$ cat src/rtl/psum_pkg.sv
// Shared types and width helpers for the partial-sum accumulation buffer.
package psum_pkg;

  typedef enum logic [1:0] {
    FILL  = 2'd0,
    ACCUM = 2'd1,
    DRAIN = 2'd2
  } psum_state_t;

  function automatic int idxWidth(input int depth);
    return (depth > 1) ? $clog2(depth) : 1;
  endfunction

  // A single-pass build still needs a 1-bit pass counter.
  function automatic int passWidth(input int passes);
    return (passes > 1) ? $clog2(passes) : 1;
  endfunction

endpackage

$ cat src/rtl/psum_accumulator_if.sv
// Stream-in / stream-out bundle of the psum accumulator.
// Handshake: a beat occurs on a rising edge where valid & ready are both high;
// the producer holds data stable while valid & ~ready, and ready never depends on valid.
interface psum_accumulator_if #(
  parameter int accumulationPar = 32
);
  logic                       clear;
  logic                       in_valid;
  logic [accumulationPar-1:0] in_psum;
  logic                       in_ready;
  logic                       out_valid;
  logic [accumulationPar-1:0] out_psum;
  logic                       out_ready;
  logic                       out_last;
  logic                       sat_flag;

  modport master (
    output clear, in_valid, in_psum, out_ready,
    input  in_ready, out_valid, out_psum, out_last, sat_flag
  );

  modport slave (
    input  clear, in_valid, in_psum, out_ready,
    output in_ready, out_valid, out_psum, out_last, sat_flag
  );
endinterface

$ cat src/rtl/psum_sat_adder.sv
// Signed adder with an overflow flag; clamps to the signed limits when PSUM_SATURATE_EN is defined.
module psum_sat_adder #(
  parameter int W = 32
) (
  input  logic [W-1:0] a,
  input  logic [W-1:0] b,
  output logic [W-1:0] sum,
  output logic         ovf
);
  logic [W-1:0] raw;

  assign raw = a + b;
  // Overflow only when both operands share a sign that the result lost.
  assign ovf = (a[W-1] == b[W-1]) && (raw[W-1] != a[W-1]);

`ifdef PSUM_SATURATE_EN
  assign sum = ovf ? (a[W-1] ? {1'b1, {(W-1){1'b0}}} : {1'b0, {(W-1){1'b1}}}) : raw;
`else
  assign sum = raw;
`endif
endmodule

$ cat src/rtl/psum_accumulator.sv
// Multi-pass element-wise accumulation buffer behind a PE column, drained over valid/ready.
// Optional feature: PSUM_SATURATE_EN makes the accumulate add saturate and drives sat_flag.
module psum_accumulator
  import psum_pkg::*;
#(
  parameter int accumulationPar = 32,
  parameter int DEPTH           = 16,
  parameter int PASSES          = 4
) (
  input  logic                          clk,
  input  logic                          rst,
  psum_accumulator_if.slave             bus,
  output logic [1:0]                    dbgState,
  output logic [idxWidth(DEPTH)-1:0]    dbgWrIdx
);
  localparam int IW = idxWidth(DEPTH);
  localparam int PW = passWidth(PASSES);

  localparam logic [1:0]    stFill   = FILL;
  localparam logic [1:0]    stAccum  = ACCUM;
  localparam logic [1:0]    stDrain  = DRAIN;
  localparam logic [IW-1:0] lastIdx  = IW'(DEPTH - 1);
  localparam logic [PW-1:0] lastPass = PW'(PASSES - 1);

`ifdef PSUM_SATURATE_EN
  localparam bit satEn = 1'b1;
`else
  localparam bit satEn = 1'b0;
`endif

  logic [1:0]                 state;
  logic [IW-1:0]              wrIdx;
  logic [IW-1:0]              rdIdx;
  logic [PW-1:0]              passCnt;
  logic                       satFlag;
  logic [accumulationPar-1:0] buffer [DEPTH];
  logic [accumulationPar-1:0] addSum;
  logic                       addOvf;
  logic                       inBeat;
  logic                       outBeat;

  assign bus.in_ready  = (state != stDrain);
  assign bus.out_valid = (state == stDrain);
  assign bus.out_psum  = buffer[rdIdx];
  assign bus.out_last  = (state == stDrain) && (rdIdx == lastIdx);
  assign bus.sat_flag  = satFlag;

  assign inBeat  = bus.in_valid & bus.in_ready;
  assign outBeat = bus.out_valid & bus.out_ready;

  assign dbgState = state;
  assign dbgWrIdx = wrIdx;

  psum_sat_adder #(.W(accumulationPar)) u_adder (
    .a   (buffer[wrIdx]),
    .b   (bus.in_psum),
    .sum (addSum),
    .ovf (addOvf)
  );

  always_ff @(posedge clk or posedge rst) begin
    if (rst) begin
      state   <= stFill;
      wrIdx   <= '0;
      rdIdx   <= '0;
      passCnt <= '0;
      satFlag <= 1'b0;
      for (int i = 0; i < DEPTH; i++) buffer[i] <= '0;
    end else if (bus.clear) begin
      // Abort drops any same-cycle beat; buffer contents are left as-is.
      state   <= stFill;
      wrIdx   <= '0;
      rdIdx   <= '0;
      passCnt <= '0;
      satFlag <= 1'b0;
    end else begin
      case (state)
        stFill: begin
          if (inBeat) begin
            buffer[wrIdx] <= bus.in_psum;
            wrIdx         <= wrIdx + IW'(1);
            if (wrIdx == lastIdx) begin
              if (PASSES == 1) begin
                state <= stDrain;
              end else begin
                state   <= stAccum;
                passCnt <= PW'(1);
              end
            end
          end
        end
        stAccum: begin
          if (inBeat) begin
            buffer[wrIdx] <= addSum;
            wrIdx         <= wrIdx + IW'(1);
            satFlag       <= satFlag | (satEn & addOvf);
            if (wrIdx == lastIdx) begin
              if (passCnt == lastPass) state <= stDrain;
              else                     passCnt <= passCnt + PW'(1);
            end
          end
        end
        stDrain: begin
          if (outBeat) begin
            rdIdx <= rdIdx + IW'(1);
            if (rdIdx == lastIdx) begin
              state   <= stFill;
              rdIdx   <= '0;
              wrIdx   <= '0;
              passCnt <= '0;
              satFlag <= 1'b0;
            end
          end
        end
        default: begin
          state <= stFill;
        end
      endcase
    end
  end
endmodule

$ cat src/flat_wrapper.sv
// flat-port wrapper written by rule: the top's interface ports become plain ports
module psum_accumulator_flat import psum_pkg::*;
#(
  parameter int accumulationPar = 32,
  parameter int DEPTH           = 16,
  parameter int PASSES          = 4
)
  (clk, rst, dbgState, dbgWrIdx, bus_clear, bus_in_valid, bus_in_psum, bus_out_ready, bus_in_ready, bus_out_valid, bus_out_psum, bus_out_last, bus_sat_flag);
  psum_accumulator_if #(.accumulationPar(accumulationPar)) bus_i ();
  input  logic clk;
  input  logic rst;
  output logic [1:0] dbgState;
  output logic [idxWidth(DEPTH)-1:0] dbgWrIdx;
  input wire logic [$bits(bus_i.clear)-1:0] bus_clear;
  input wire logic [$bits(bus_i.in_valid)-1:0] bus_in_valid;
  input wire logic [$bits(bus_i.in_psum)-1:0] bus_in_psum;
  input wire logic [$bits(bus_i.out_ready)-1:0] bus_out_ready;
  output wire logic [$bits(bus_i.in_ready)-1:0] bus_in_ready;
  output wire logic [$bits(bus_i.out_valid)-1:0] bus_out_valid;
  output wire logic [$bits(bus_i.out_psum)-1:0] bus_out_psum;
  output wire logic [$bits(bus_i.out_last)-1:0] bus_out_last;
  output wire logic [$bits(bus_i.sat_flag)-1:0] bus_sat_flag;
  assign bus_i.clear = bus_clear;
  assign bus_i.in_valid = bus_in_valid;
  assign bus_i.in_psum = bus_in_psum;
  assign bus_i.out_ready = bus_out_ready;
  assign bus_in_ready = bus_i.in_ready;
  assign bus_out_valid = bus_i.out_valid;
  assign bus_out_psum = bus_i.out_psum;
  assign bus_out_last = bus_i.out_last;
  assign bus_sat_flag = bus_i.sat_flag;
  psum_accumulator #(.accumulationPar(accumulationPar), .DEPTH(DEPTH), .PASSES(PASSES)) u_core (.clk(clk), .rst(rst), .bus(bus_i), .dbgState(dbgState), .dbgWrIdx(dbgWrIdx));
endmodule
$ cat config.mk
export PLATFORM = sky130hd
export DESIGN_NAME = psum_accumulator_flat
export DESIGN_NICKNAME = d
export VERILOG_FILES = /design/src/rtl/psum_pkg.sv /design/src/rtl/psum_accumulator_if.sv /design/src/rtl/psum_sat_adder.sv /design/src/rtl/psum_accumulator.sv /design/src/flat_wrapper.sv
export SDC_FILE = /design/constraint.sdc
export NUM_CORES = 2
export LEC_CHECK = 0
export BUFFER_PORTS_ARGS = -buffer_cell sky130_fd_sc_hd__buf_2
export CAP_MARGIN = 20
export CORE_MARGIN = 3
export CORE_UTILIZATION = 40
export CTS_CLUSTER_SIZE = 12
export DETAILED_ROUTE_END_ITERATION = 6
export PLACE_DENSITY = 0.53
export SYNTH_ARGS = -nofsm -noshare
export SYNTH_HDL_FRONTEND = slang
export SYNTH_SLANG_ARGS = --single-unit
$ cat constraint.sdc
create_clock -name clk -period 21.5 [get_ports clk]
set_clock_uncertainty 0.2 [all_clocks]
set_input_delay 4.3 -clock clk [delete_from_list [all_inputs] [get_ports clk]]
set_output_delay 4.3 -clock clk [all_outputs]
set_load 0.005 [all_outputs]
==> results.sh <==
export IMPL_slew_violations=0
export IMPL_avgSynthCellArea_um2=10.7
export IMPL_cap_violations=0
export IMPL_synth_ff_type="dfrtp_1"
export IMPL_pwr_density_cell_mw_per_mm2=107
export IMPL_drtIter0Drc=1818
export IMPL_worst_pin_slew_ns=1.04
export IMPL_wl_per_cell_um=24.3
export IMPL_dieArea_mm2=0.0799
export IMPL_post_cts_setup_buffers=0
export IMPL_postRouteAntennaNets=0
export IMPL_ir_drop_v=0.0000664
export IMPL_synthTopCellsByCount="nand2_1, dfrtp_1, o21ai_0"
export IMPL_crit_path_start_kind="register"
export IMPL_leakagePower_nw=13.9
export IMPL_row_count=100
export IMPL_fmax_mhz=121
export IMPL_synth_net_count=2943
export IMPL_drive_gt1_frac=0.215
export IMPL_htreeDepth=2
export IMPL_power_mw=3.64
export IMPL_synthCells=2864
export IMPL_place_hpwl_um=53800
export IMPL_antenna_found_initial=1
export IMPL_worst_hold_path_type="register to register"
export IMPL_overflow=0
export IMPL_fillCellCount=6918
export IMPL_post_cts_resized=0
export IMPL_relSlewSlack=0.285
export IMPL_area_delta_synth_final_pct=11.0
export IMPL_ys_ff_latch=524
export IMPL_grt_usage=0.237
export IMPL_ys_warn_count=0
export IMPL_yosys_area_top_type_share=0.428
export IMPL_critical_path_class="register to output port"
export IMPL_cts_made_buffers=58
export IMPL_gp_congestion=0.826
export IMPL_cts_root_buf="clkbuf_16"
export IMPL_synthTopCellsByArea="dfrtp_1, mux4_2, o21ai_0"
export IMPL_die_x_um=283
export IMPL_dr_pass1_iters=7
export IMPL_final_nets=2862
export IMPL_vias_per_cell=5.97
export IMPL_grt_max_degree=158
export IMPL_rsz0062_at_grt="false"
export IMPL_cts_tree="done"
export IMPL_clk_pin_slew_ns=0.07
export IMPL_clock_sinks=524
export IMPL_min_period_over_period=0.383
export IMPL_grt_pass1_vias=22900
export IMPL_drc=0
export IMPL_drt_wl_total_um=93700
export IMPL_die_height_um=283
export IMPL_num_vias=23000
export IMPL_clockBufferDepth=3
export IMPL_end_kind="output port"
export IMPL_port_buffers=77
export IMPL_coreArea_mm2=0.0752
export IMPL_yosysSeqAreaShare=0.428
export IMPL_path_max_fanout=55
export IMPL_netlist_area_mm2=0.0306
export IMPL_holdBufCountCts=0
export IMPL_synth_async_sr_flop_share=1.00
export IMPL_period_minus_slack_ns=8.24
export IMPL_cp_required_ns=17.00
export IMPL_yosysTopAreaCell="dfrtp_1"
export IMPL_status="finished clean"
export IMPL_grt_pass1_wl_um=144000
export IMPL_insertion_delay_ns=0.63
export IMPL_synth_edf_count=0
export IMPL_synth_distinct_cells=64
export IMPL_finalHoldViolations=0
export IMPL_setup_violations=0
export IMPL_multi_input_comb_area_mm2=0.0165
export IMPL_setup_tns_ns=0
export IMPL_start_util=0.407
export IMPL_pin_count=79
export IMPL_regArea_mm2=0.0131
export IMPL_yosysMostFrequentCell="nand2_1"
export IMPL_crit_arrival_ns=3.74
-- layer usage --
| layer | vias up | track usage | routed length, µm |
|---|---|---|---|
| li1 | 10300 | - | - |
| met2 | 674 | 0.387 | 44700 |
| met5 | - | 0 | 0 |
| met3 | 139 | 0.0336 | 5130 |
| met1 | 11900 | 0.335 | 41600 |
| met4 | 0 | 0.0636 | 2280 |
-- registers in the layout, summed over array words and instances (netlist names) --
signal and cells:
u_core.buffer 512, u_core.dbgWrIdx 4, u_core.rdIdx 4, u_core.dbgState 2
u_core.passCnt 2
-- critical path, stage by stage (launching register included) --
cell and delay [ns]:
dfrtp_4 0.81, buf_4 0.89, mux4_2 0.61, mux4_2 0.56, buf_2 0.17
-- area by class of cell --
type | count | share of cell area
antenna | 1 | 0.0000736
clock buffer | 87 | 0.0518
clock inverter | 19 | 0.00629
inverter | 17 | 0.00210
multi-input combinational | 2040 | 0.486
sequential | 524 | 0.387
tap | 1020 | 0.0375
timing repair buffer | 142 | 0.0295
-- layout by cell type, fill, tap and decap left out, types with 40 or more instances in the layout --
cell       instances
clkbuf_16         58
mux4_2           320
nor2_1           230
ha_1              40
a21oi_1           86
o211ai_1          43
dfrtp_1          516
mux2i_1           82
buf_4             55
nand2_1          537
o21ai_0          422
buf_2             77
-- worst paths after layout --
kind | startpoint | endpoint | slack [ns] | cells after the start
worst min-delay path | u_core.passCnt[1] | u_core.passCnt[1] | 0.30 | 2
min in group asynchronous | rst | u_core.buffer[305] | 3.66 | 2
worst min register to register | u_core.passCnt[1] | u_core.passCnt[1] | 0.30 | 2
worst max-delay path | u_core.rdIdx[1] | bus_out_psum[9] | 13.26 | 4
max in group asynchronous | rst | u_core.buffer[68] | 15.82 | 5
worst max register to register | u_core.dbgWrIdx[0] | u_core.buffer[348] | 14.72 | 13
-- power by group --
part / internal (mW) / switching (mW)
combinational: 0.572 / 0.848
clock: 0.610 / 0.421
sequential: 1.10 / 0.0941
total: 2.28 / 1.36
-- metrics by stage --
step | worst slack (ns) | hold slack, ns | std cells | util | cell area [µm²]
floorplan | 2.36 | 0.247 | 2864 | - | 30600
global placement | 12.90 | 0.263 | 3718 | 0.422 | 31700
detailed placement | 12.86 | 0.288 | 3728 | 0.423 | 31800
CTS | 13.20 | 0.299 | 3834 | 0.449 | 33800
global route | 13.15 | 0.325 | 3850 | 0.452 | 34000
finish | 13.26 | 0.296 | 3850 | 0.452 | 34000
-- kinds of logic after synthesis --
logic type | count (synthesis) | share of synthesized area
adder cells (fa/ha/maj) | 42 | 0.0174
AO/OA/AOI/OAI | 647 | 0.119
XOR/XNOR | 23 | 0.00658
AND/OR/NAND/NOR | 909 | 0.122
other | 1 | 0.000122
flip-flops | 524 | 0.428
buffers and inverters | 300 | 0.0385
multiplexers | 418 | 0.268
Power figures use the tool's default switching activity.
